$ cat config.mk
export PLATFORM = sky130hd
export DESIGN_NAME = ddr_read_arbiter
export DESIGN_NICKNAME = d
export VERILOG_FILES = /design/src/rtl/ddr_read_arbiter.sv
export SDC_FILE = /design/constraint.sdc
export NUM_CORES = 1
export LEC_CHECK = 0
export ABC_AREA = 1
export CAP_MARGIN = 30
export CORE_MARGIN = 4
export CORE_UTILIZATION = 45
export CTS_CLUSTER_SIZE = 16
export DETAILED_ROUTE_END_ITERATION = 8
export HOLD_SLACK_MARGIN = 0.05
export MAX_ROUTING_LAYER = met4
export PLACE_DENSITY = 0.92
export RECOVER_POWER = 25
export SLEW_MARGIN = 20
export SYNTH_ARGS = -nofsm -noshare
export SYNTH_HDL_FRONTEND = slang
export SYNTH_SLANG_ARGS = --single-unit
$ cat constraint.sdc
create_clock -name clk -period 5.1 [get_ports clk]
set_input_delay 0.51 -clock clk [delete_from_list [all_inputs] [get_ports clk]]
set_output_delay 0.51 -clock clk [all_outputs]
set_load 0.005 [all_outputs]
$ cat src/rtl/ddr_read_arbiter.sv
// Read-burst arbiter: shares one DDR read port between the instruction cache and the data cache.
// Optional macro DDR_ARB_ISA_PRIO_EN: when defined, ISA wins every simultaneous request (fixed priority).
module ddr_read_arbiter #(
  parameter int DDR_ADDR_WIDTH = 28,
  parameter int DDR_DATA_WIDTH = 64,
  parameter int ISA_WIDTH      = 30,
  parameter int DATA_WIDTH     = 64,
  parameter int LEN_WIDTH      = 10
) (
  input  logic                      clk,
  input  logic                      rst,
  input  logic                      ISA_read_req,
  input  logic [DDR_ADDR_WIDTH-1:0] ISA_read_addr,
  input  logic [LEN_WIDTH-1:0]      isa_read_len,
  output logic [ISA_WIDTH-1:0]      instruction_to_cache,
  output logic [LEN_WIDTH-1:0]      rd_cnt_isa,
  output logic                      rd_burst_data_valid_isa,
  input  logic                      DATA_read_req,
  input  logic [DDR_ADDR_WIDTH-1:0] DATA_read_addr,
  input  logic [LEN_WIDTH-1:0]      data_read_len,
  output logic [DATA_WIDTH-1:0]     data_to_cache,
  output logic [LEN_WIDTH-1:0]      rd_cnt_data,
  output logic                      rd_burst_data_valid_data,
  output logic                      rd_burst_req,
  output logic [DDR_ADDR_WIDTH-1:0] rd_burst_addr,
  output logic [LEN_WIDTH-1:0]      rd_burst_len,
  input  logic [DDR_DATA_WIDTH-1:0] rd_burst_data,
  input  logic                      rd_burst_data_valid,
  input  logic                      rd_burst_finish,
  output logic                      grant_isa,
  output logic                      grant_data
);

  typedef enum logic [1:0] {S_IDLE, S_ISSUE, S_BURST, S_DONE} state_t;

  state_t                    r_state, w_next_state;
  logic                      r_grant_isa, r_grant_data;
  logic [DDR_ADDR_WIDTH-1:0] r_addr;
  logic [LEN_WIDTH-1:0]      r_len;
  logic [ISA_WIDTH-1:0]      r_isa_data;
  logic [DATA_WIDTH-1:0]     r_data_data;
  logic [LEN_WIDTH-1:0]      r_cnt_isa, r_cnt_data;
  logic                      r_valid_isa, r_valid_data;

  logic                      w_any_req, w_pick_isa, w_beat, w_served_req, w_release;
  logic [LEN_WIDTH-1:0]      w_pick_len, w_cnt_cur;

  function automatic logic [LEN_WIDTH-1:0] sat_inc(input logic [LEN_WIDTH-1:0] v);
    return (&v) ? v : v + LEN_WIDTH'(1);
  endfunction

  assign w_any_req    = ISA_read_req | DATA_read_req;
  assign w_pick_len   = w_pick_isa ? isa_read_len : data_read_len;
  assign w_cnt_cur    = r_grant_isa ? r_cnt_isa : r_cnt_data;
  assign w_served_req = r_grant_isa ? ISA_read_req : DATA_read_req;
  assign w_beat       = rd_burst_data_valid && (r_state == S_ISSUE || r_state == S_BURST);
  assign w_release    = (r_state == S_DONE) && !w_served_req;

`ifdef DDR_ARB_ISA_PRIO_EN
  assign w_pick_isa = ISA_read_req;
`else
  // r_rr_isa == 1 means ISA was not the last requester served, so it wins a tie.
  logic r_rr_isa;

  assign w_pick_isa = ISA_read_req && (!DATA_read_req || r_rr_isa);

  always_ff @(posedge clk) begin
    if (rst)            r_rr_isa <= 1'b1;
    else if (w_release) r_rr_isa <= r_grant_data;
  end
`endif

  always_ff @(posedge clk) begin
    // NOTE: sequential state uses non-blocking assignments so every register samples pre-edge values.
    if (rst) r_state <= S_IDLE;
    else     r_state <= w_next_state;
  end

  always_comb begin
    // NOTE: default first so no path through the case leaves w_next_state unassigned (no latch).
    w_next_state = r_state;
    unique case (r_state)
      S_IDLE:  if (w_any_req) w_next_state = (w_pick_len == '0) ? S_DONE : S_ISSUE;
      S_ISSUE: if (rd_burst_data_valid) w_next_state = rd_burst_finish ? S_DONE : S_BURST;
      S_BURST: if (rd_burst_finish || (w_cnt_cur >= r_len)) w_next_state = S_DONE;
      S_DONE:  if (!w_served_req) w_next_state = S_IDLE;
      default: w_next_state = S_IDLE;
    endcase
  end

  always_comb begin
    rd_burst_req = (r_state == S_ISSUE);
  end

  // Grant, latched request, and per-requester beat delivery.
  always_ff @(posedge clk) begin
    if (rst) begin
      r_grant_isa  <= 1'b0;
      r_grant_data <= 1'b0;
      r_addr       <= '0;
      r_len        <= '0;
      r_isa_data   <= '0;
      r_data_data  <= '0;
      r_cnt_isa    <= '0;
      r_cnt_data   <= '0;
      r_valid_isa  <= 1'b0;
      r_valid_data <= 1'b0;
    end else begin
      r_valid_isa  <= 1'b0;
      r_valid_data <= 1'b0;
      if (r_state == S_IDLE && w_any_req) begin
        r_addr <= w_pick_isa ? ISA_read_addr : DATA_read_addr;
        r_len  <= w_pick_len;
        if (w_pick_isa) begin
          r_grant_isa <= 1'b1;
          r_cnt_isa   <= '0;
        end else begin
          r_grant_data <= 1'b1;
          r_cnt_data   <= '0;
        end
      end
      if (w_beat) begin
        if (r_grant_isa) begin
          r_isa_data  <= rd_burst_data[ISA_WIDTH-1:0];
          r_valid_isa <= 1'b1;
          r_cnt_isa   <= sat_inc(r_cnt_isa);
        end else begin
          r_data_data  <= rd_burst_data[DATA_WIDTH-1:0];
          r_valid_data <= 1'b1;
          r_cnt_data   <= sat_inc(r_cnt_data);
        end
      end
      if (w_release) begin
        r_grant_isa  <= 1'b0;
        r_grant_data <= 1'b0;
      end
    end
  end

  assign instruction_to_cache     = r_isa_data;
  assign rd_cnt_isa               = r_cnt_isa;
  assign rd_burst_data_valid_isa  = r_valid_isa;
  assign data_to_cache            = r_data_data;
  assign rd_cnt_data              = r_cnt_data;
  assign rd_burst_data_valid_data = r_valid_data;
  assign rd_burst_addr            = r_addr;
  assign rd_burst_len             = r_len;
  assign grant_isa                = r_grant_isa;
  assign grant_data               = r_grant_data;

endmodule

After elaboration in Yosys (flattened, before gate mapping)
Index checks and enable logic that the tools add are counted.
- register bits: 159
- output and inout port bits: 157
- word-level logic and storage cells: 71
- order comparisons: 1
- mux-type cells: 23
- bitwise operators: 4
- reductions and logical operators: 20
- $add $sub $neg: 2
- eq/ne operators: 9
- operator list (operator ; count):
    $mux 10 ; 12
    $mux 28 ; 1
    $add 10x1->10 const B ; 2
    $reduce_and 10->1 ; 2
    $ge 10x10->1 ; 1
    $logic_not 10->1 ; 1
    $mux 2 ; 5
    $pmux 2 s4 ; 1
    $reduce_and 2->1 ; 4
    $ne 3x3->1 const B ; 2
    $eq 2x2->1 const B ; 2
    $logic_and 1x1->1 ; 4
    $mux 1 ; 4
    $ne 2x1->1 const B ; 2
    $ne 2x2->1 const B ; 2
    $reduce_and 4->1 ; 1
    $reduce_or 2->1 ; 2
    $logic_or 1x1->1 ; 3
    $not 1->1 ; 3
    $eq 2x1->1 const B ; 1
    $logic_not 1->1 ; 2
    $logic_not 2->1 ; 1
    $or 1x1->1 ; 1

Depth between registers and ports, before layout
- depth after elaboration: 8
- gate-level depth with buffers: 17
- mapped depth without buffers: 16

Worst setup path after synthesis
Ideal clock, no wire load.
- kind: register to register
- from: register r_grant_isa (netlist: grant_isa)
- to: register r_state[0]
- buffers on the path: 2
- data required time: 4.987 ns
- arrival time: 1.811 ns
- setup time: 0.113 ns
- cell stages (with the launch flop): 18
- setup slack: 3.176 ns
- cell sequence: dfxtp_1 > buf_6 > clkbuf_1 > nand2_1 > o21ai_0 > ha_1 > nand2_1 > inv_1 > a21oi_1 > nand2_1 > nand2_1 > nand2_1 > nand2_1 > nand2_1 > nand2_1 > nand2_1 > nand2_1 > nor2_1
- longest elaborated chain between the ends: 5
- elaborated cells on any way between the ends: 7
- RTL lines (item ; RTL line ; text):
    from (decl) ; 37 ; logic r_grant_isa, r_grant_data;
    from (signal assigned) ; 98 ; r_grant_isa <= 1'b0;
    from (signal assigned) ; 115 ; r_grant_isa <= 1'b1;
    from (signal assigned) ; 134 ; r_grant_isa <= 1'b0;
    $mux 10 ; 54 ; assign w_cnt_cur = r_grant_isa ? r_cnt_isa : r_cnt_data;
    $ge 10x10->1 ; 85 ; S_BURST: if (rd_burst_finish || (w_cnt_cur >= r_len)) w_next_state = S_DONE;
    $logic_or 1x1->1 ; 85 ;
    $ne 2x1->1 (no line) ; -- ;
    $reduce_and 4->1 (no line) (*) ; -- ;
    to (signal assigned) ; 76 ; else r_state <= w_next_state;
    to (decl) ; 36 ; state_t r_state, w_next_state;
Every way passes the cells marked *; elsewhere a longest branch is shown, timed or not.
A chain may end at the register's enable or synchronous reset.

Worst setup path after layout
- from: register r_state[0]
- to: register r_cnt_isa[6] (netlist: rd_cnt_isa[6])
- longest elaborated chain between the ends: 5
- elaborated cells on any way between the ends: 10
- RTL lines (item ; RTL line ; text):
    $logic_not 2->1 ; 111 ; if (r_state == S_IDLE && w_any_req) begin
    $logic_and 1x1->1 ; 111 ;
    $mux 10 ; 111 ;
    $mux 10 ; 123 ; if (r_grant_isa) begin
    $mux 10 ; 122 ; if (w_beat) begin
    to (signal assigned) ; 126 ; r_cnt_isa <= sat_inc(r_cnt_isa);
    to (decl) ; 42 ; logic [LEN_WIDTH-1:0] r_cnt_isa, r_cnt_data;
Parallel ways exist; a longest one is shown, timed or not.

==> metrics.md <==
| Metric | Value |
|---|---|
| Outcome | `complete, no violations` |
| Die Y | `129.7 um` |
| Core area | `14,530 um^2` |
| Antenna-violating nets left | `0` |
| Gr busiest metal | `met2` |
| Synth cell types | `37` |
| Max Transition Viols Final | `0` |
| Vias per Instance | `5.181` |
| Crit end category | `flip-flop` |
| Layout Area Growth over Synthesis | `56.03%` |
| Fill count | `1,105` |
| Root Buffer Master | `clkbuf_16` |
| Max-cap violation count | `0` |
| Worst-path fanout max | `34` |
| Total CTS buffers | `17` |
| Routed vias | `7,264` |
| Worst vdd ir | `0.3630 mV` |
| Pwr Density | `480.3 nW/um^2` |
| Synth area leader | `dfxtp_1` |
| Router iterations before antenna repair | `5` |
| Post_cts resized | `0` |
| Antenna violations before repair | `0` |
| Drt initial violations | `585` |
| Critical path cell sequence | `inv_1, ha_1, nand2_2, inv_1, nand2_2, clkinv_1, buf_4, nor2_1, nor2_1, nand2_1, o31ai_1, o21ai_0, inv_1` |
| Design area | `10,400 um^2` |
| Worst hold path startpoint | `instruction_to_cache[11]$_SDFFE_PP0P_` |
| Tmin final | `2.909 ns` |
| Synth Area per Inst | `7.181 um^2` |
| Required time of the worst setup path | `5.42 ns` |
| Slowest cell on crit path | `nand2_2` |
| Yosys top cell area share | `47.77%` |
| Most common cell in the netlist | `nand2_1` |
| # rows | `44` |
| Mapped cell area | `6664 um^2` |
| R2R Setup Slk | `2.19 ns` |
| Top cell by count, worst path | `inv_1` |
| Max H-tree Level | `4` |
| Largest net degree at the start of global routing | `68` |
| #FFs+latches synth | `159` |
| Vias in the first global route | `7,214` |
| Path depth of the worst reg2reg path | `13` |
| Setup violations, final | `0` |
| Total Routing Usage GR | `27.83%` |
| Number of flops mapped to enable cells by yosys | `0` |
| Nets | `1,368` |
| Worst skew pair latency | `0.42 ns` |
| RR Startpoint | `r_state[0]$_SDFFE_PP0P_` |
| Asr flop ratio synth | `0%` |
| Worst-Margin Slew | `0.7498 ns` |
| HPWL after DPL | `16.33 mm` |
| Synth Warn # | `0` |
| Final Skew | `0.01636 ns` |
| Placed Instance Area | `9746 um^2` |
| # hold bufs at CTS | `0` |
| Total global routing overflow | `0` |
| Max Freq | `343.7 MHz` |
| Final hold vios | `0` |
| Fin util | `71.54%` |
| Largest cells by area after synthesis | `dfxtp_1, nand2_1, nor2_1` |
| Lkg Pwr | `4.475 nW` |
| Layout cells sized above 1 | `4.516%` |
| Most instantiated cells after synthesis | `nand2_1, nor2_1, dfxtp_1` |
| GR Util met3 | `7.163%` |
| Unrepaired setup endpoints after global routing | `no` |
| Critical path arrival | `3.23 ns` |
| Hold EP | `instruction_to_cache[11]$_SDFFE_PP0P_` |
| Seq/Total Area, Yosys | `47.77%` |
| Worst slew margin | `49.95%` |
| CTS Sinks | `159` |
| Reg clk slew, reported paths | `0.06 ns` |
| Startpoint Class | `flip-flop` |
| Hold Path Class | `flip-flop to flip-flop` |
| Cells after Synth | `928` |
| Setup TNS | `0 ns` |
| Starting density of the core | `45.85%` |
| Die Wd | `129.7 um` |
| Met1 Usage GRT | `31.87%` |
| Crit path kind | `flip-flop to flip-flop` |
| WHS Path Cells | `2` |
| Clock Tree Buf Depth | `2` |
| DRC violations left | `0` |
| # diodes | `0` |
| Full die area | `16,820 um^2` |
| Max incr delay on CP | `0.51 ns` |
| Wire length per cell | `16.61 um` |
| Routing usage on met2 | `46.98%` |
| Synthesized Nets | `1,090` |
| Worst R2R End | `rd_cnt_isa[6]$_SDFFE_PP0P_` |
| I/O Pins | `303` |
| Main synth FF type | `dfxtp_1` |
| CTS tree | `yes` |
| PortBufs | `302` |
| First-pass GRT wire length | `35.77 mm` |
| Routed WL | `23.29 mm` |
| Crit share post-route | `57.05%` |
| Post-CTS setup buffers | `0` |
| Routability congestion estimate | `0.8930` |
==> worst max-delay path by stage <==
stage | from | endpoint | slack (ns)
2_1_floorplan | grant_isa$_SDFFE_PP0P_ | r_state[0]$_SDFFE_PP0P_ | 3.18
3_5_place_dp | DATA_read_req | rd_cnt_data[5]$_SDFFE_PP0P_ | 1.82
4_1_cts | r_state[0]$_SDFFE_PP0P_ | rd_cnt_isa[6]$_SDFFE_PP0P_ | 2.22
6_report | r_state[0]$_SDFFE_PP0P_ | rd_cnt_isa[6]$_SDFFE_PP0P_ | 2.19
3_3_place_gp | DATA_read_req | rd_cnt_data[5]$_SDFFE_PP0P_ | 1.50
5_1_grt | r_state[0]$_SDFFE_PP0P_ | rd_cnt_isa[6]$_SDFFE_PP0P_ | 1.96
==> placed cells by master, fill, tap and decap left out, drive strengths merged, types with 16 or more instances in the layout <==
cell / count
clkbuf: 18
a31oi: 27
inv: 81
nor2: 162
clkdlybuf4s50: 222
nand3: 20
dfxtp: 159
ha: 16
o21ai: 94
a21oi: 44
dlygate4sd3: 79
nand2: 243
==> worst max-delay path: cells and delay by family, from the launching register on <==
family | cells | cell delay (ns)
fa+ha+maj | 1 | 0.35
simple gates | 5 | 1.14
buf+inv | 5 | 0.67
flops | 1 | 0.45
compound gates | 2 | 0.18
==> per-layer routing <==
layer | vias up | wire [um]
li1 | 3526 | -
met1 | 3382 | 9198
met2 | 302 | 11570
met3 | 54 | 1663
met4 | 0 | 851
met5 | - | 0
==> per-stage QoR <==
step | power (mW) | hold WS [ns] | worst slack [ns] | std cells
global route | 5.275 | 0.4798 | 1.964 | 1402
global placement | 3.573 | 0.4508 | 1.496 | 1371
floorplan | 2.615 | 0.4607 | 3.176 | 928
finish | 4.994 | 0.4637 | 2.191 | 1402
CTS | 5.081 | 0.4644 | 2.219 | 1402
detailed placement | 3.638 | 0.4542 | 1.816 | 1371
==> final cells by class <==
cell class | instances | area (um^2) | area share [%]
Inverter | 82 | 307.8 | 2.960
Clock buffer | 18 | 439.2 | 4.224
Timing Repair Buffer | 309 | 3070 | 29.53
Tap cell | 184 | 230.2 | 2.214
Clock inverter | 13 | 212.7 | 2.046
Multi-Input combinational cell | 637 | 2954 | 28.41
Sequential cell | 159 | 3183 | 30.61
==> kinds of logic (layout without fill, tap and decap cells) <==
| family | count (synthesis) | in the layout | synth area share, % |
|---|---|---|---|
| compound gates | 184 | 184 | 15.11 |
| mux | 1 | 1 | 0.1502 |
| flops | 159 | 159 | 47.77 |
| xor+xnor | 1 | 1 | 0.1315 |
| buf+inv | 132 | 422 | 8.055 |
| simple gates | 435 | 435 | 25.78 |
| fa+ha+maj | 16 | 16 | 3.004 |
==> registers in the layout, summed over array words and instances, names as in the netlist <==
| register | flops |
|---|---|
| data_to_cache | 64 |
| grant_data | 1 |
| grant_isa | 1 |
| instruction_to_cache | 30 |
| r_rr_isa | 1 |
| r_state | 2 |
| rd_burst_addr | 28 |
| rd_burst_data_valid_data | 1 |
| rd_burst_data_valid_isa | 1 |
| rd_burst_len | 10 |
| rd_cnt_data | 10 |
| rd_cnt_isa | 10 |
==> report_power, final <==
group          switching (mW)  internal [mW]  total (mW)  leakage (nW)
Combinational           0.965          0.850        1.82          2.87
Sequential              0.201           1.57        1.77          1.30
Clock                   0.523          0.882        1.41         0.309
(Power assumes the default switching activity.)
==> variant: new RTL, same flow settings <==
The parameter `LEN_WIDTH` goes from 10 to 20.
--- a/src/rtl/ddr_read_arbiter.sv
+++ b/src/rtl/ddr_read_arbiter.sv
@@ -5,7 +5,7 @@
   parameter int DDR_DATA_WIDTH = 64,
   parameter int ISA_WIDTH      = 30,
   parameter int DATA_WIDTH     = 64,
-  parameter int LEN_WIDTH      = 10
+  parameter int LEN_WIDTH      = 20
 ) (
   input  logic                      clk,
   input  logic                      rst,
Interface: changed (5 resized); port bits go from 303 to 353. No check against the original RTL was run, so the function may have changed too.
==> variant against the original RTL <==
Die area rose by 30%; synthesized cell count rose by 39%; global-route usage rose by 0.57 points; synthesized area rose by 33%; final area rose by 26%; first-iteration DRC count rose by 15%; sequential cell count rose by 30; hold slack improved by 0.029 ns; critical path type is now input pin to flip-flop; routed wire length rose by 34%; clock power fell by 5%; power rose by 12%; critical endpoint is now rd_cnt_data[15]; combinational power rose by 20%; worst setup slack got worse by 0.75 ns.
==> variant: results (changes against the original RTL) <==
stage,metric,value,unit,change
status,status,"complete, no violations",,
pwr,p_leak,5.84,nW,+30%
placed_design,post-place-ws,1.94,ns,+0.120 ns
sta,worst_slew_pin_slew,1.12,ns,+0.371 ns
sta,finClkSkew,0.0120,ns,-0.00431 ns
clock_network,clk_pin_slew,0.08,ns,+0.02 ns
yosys,yosysSeqAreaShare,42.8,%,-4.9 points
cells_and_area,nets,1804,,+32%
grt,grt_pass1_vias,9576,,+33%
grt,use_met1,33.5,%,+1.7 points
yosys,yosys.area_share.adder,3.68,%,+0.68 points
worst_hold_path,whs_path_depth,2,,unchanged
yosys,synth_mux_area_share,0.113,%,-0.037 points
pwr,clock_power_share,24.0,%,-4.1 points
yosys,postSynthCellCount,1293,,+39%
pwr,p_seq,0.00206,W,+16%
cells_and_area,stdcell_count,1885,,+34%
yosys,synthXorXnorAreaFrac,0.397,%,+0.27 points
grt,grt_use_met2,48.6,%,+1.6 points
placed_design,dp_hpwl,23.1,mm,+42%
yosys,ys_types,45,,+22%
worst_setup_path,r2r_slack,1.76,ns,-0.43 ns
worst_setup_path,r2r-end,rd_cnt_data[15],,
cells_and_area,drive_gt1_share,4.37,%,-0.15 points
detailed_routing,drt_first_iter_violations,670,,+15%
grt,gr-usage-all-layers,28.4,%,+0.57 points
grt,grt_max_degree,102,,+50%
placed_design,gp_congestion,0.935,,+4.7%
worst_setup_path,critPathSlowestCell,clkbuf_1,,
sta,whs,0.493,ns,+0.0291 ns
pwr,total_power,0.00559,W,+12%
worst_hold_path,min_path_type,flip-flop to flip-flop,,
sta,worst_slack,1.44,ns,-0.750 ns
pwr,switching_share,37.2,%,+3.4 points
worst_setup_path,arrival,3.98,ns,+0.75 ns
worst_setup_path,critical_path_class,input pin to flip-flop,,
grt,grt_pass1_wl,49.1,mm,+37%
cells_and_area,fill_cells,1564,,+42%
worst_setup_path,timing.critical_path.from,DATA_read_req,,
grt,gr-usage-met3,6.70,%,-0.46 points
worst_hold_path,holdPathEnd,rd_burst_addr[2],,
detailed_routing,finalWirelength,31.2,mm,+34%
detailed_routing,wl_met2,15.4,mm,+33%
yosys,synthTopCellsByCount,"nand2_1, nor2_1, dfxtp_1",,
detailed_routing,drt-met1-wl,12.4,mm,+35%
worst_setup_path,crit_path_max_incr_delay,0.83,ns,+0.32 ns
yosys,synth_nets,1485,,+36%
worst_hold_path,worstHoldStart,rd_burst_addr[2],,
detailed_routing,num_vias,9834,,+35%
worst_setup_path,critPathTopFamily,buffers and inverters,,
worst_setup_path,reg2reg_from,r_rr_isa,,
pwr,ir_worst_vdd,0.265,mV,-27%
cells_and_area,final-seq-area,3780,um2,+19%
[variant: cell count changes after synthesis, moves of 5 or more]
| cell | change |
|---|---|
| clkbuf_1 | +19 |
| dfxtp_1 | +30 |
| ha_1 | +10 |
| inv_1 | +48 |
| nand2_1 | +48 |
| nand3_1 | +14 |
| nand4_1 | +5 |
| nor2_1 | +83 |
| nor3_1 | +9 |
| nor4_1 | +6 |
| o211ai_1 | -6 |
| o21ai_0 | +79 |
[variant: cells by family (layout without fill, tap and decap cells)]
kind of cell | count (synthesis) | in the layout
AOI/OAI and AO/OA | 266 | 266
xor gates and xnor gates | 4 | 4
buffers and inverters | 196 | 528
adders and majority gates | 26 | 26
muxes | 1 | 1
and+or+nand+nor | 611 | 611
DFF | 189 | 189
[variant: area by class of cell]
cell class	instances	share of cell area (%)
multi-input combinational	908	32.8
sequential	189	28.8
timing repair buffer	363	27.5
inverter	133	3.80
clock buffer	17	3.24
tap	260	2.48
clock inverter	15	1.31
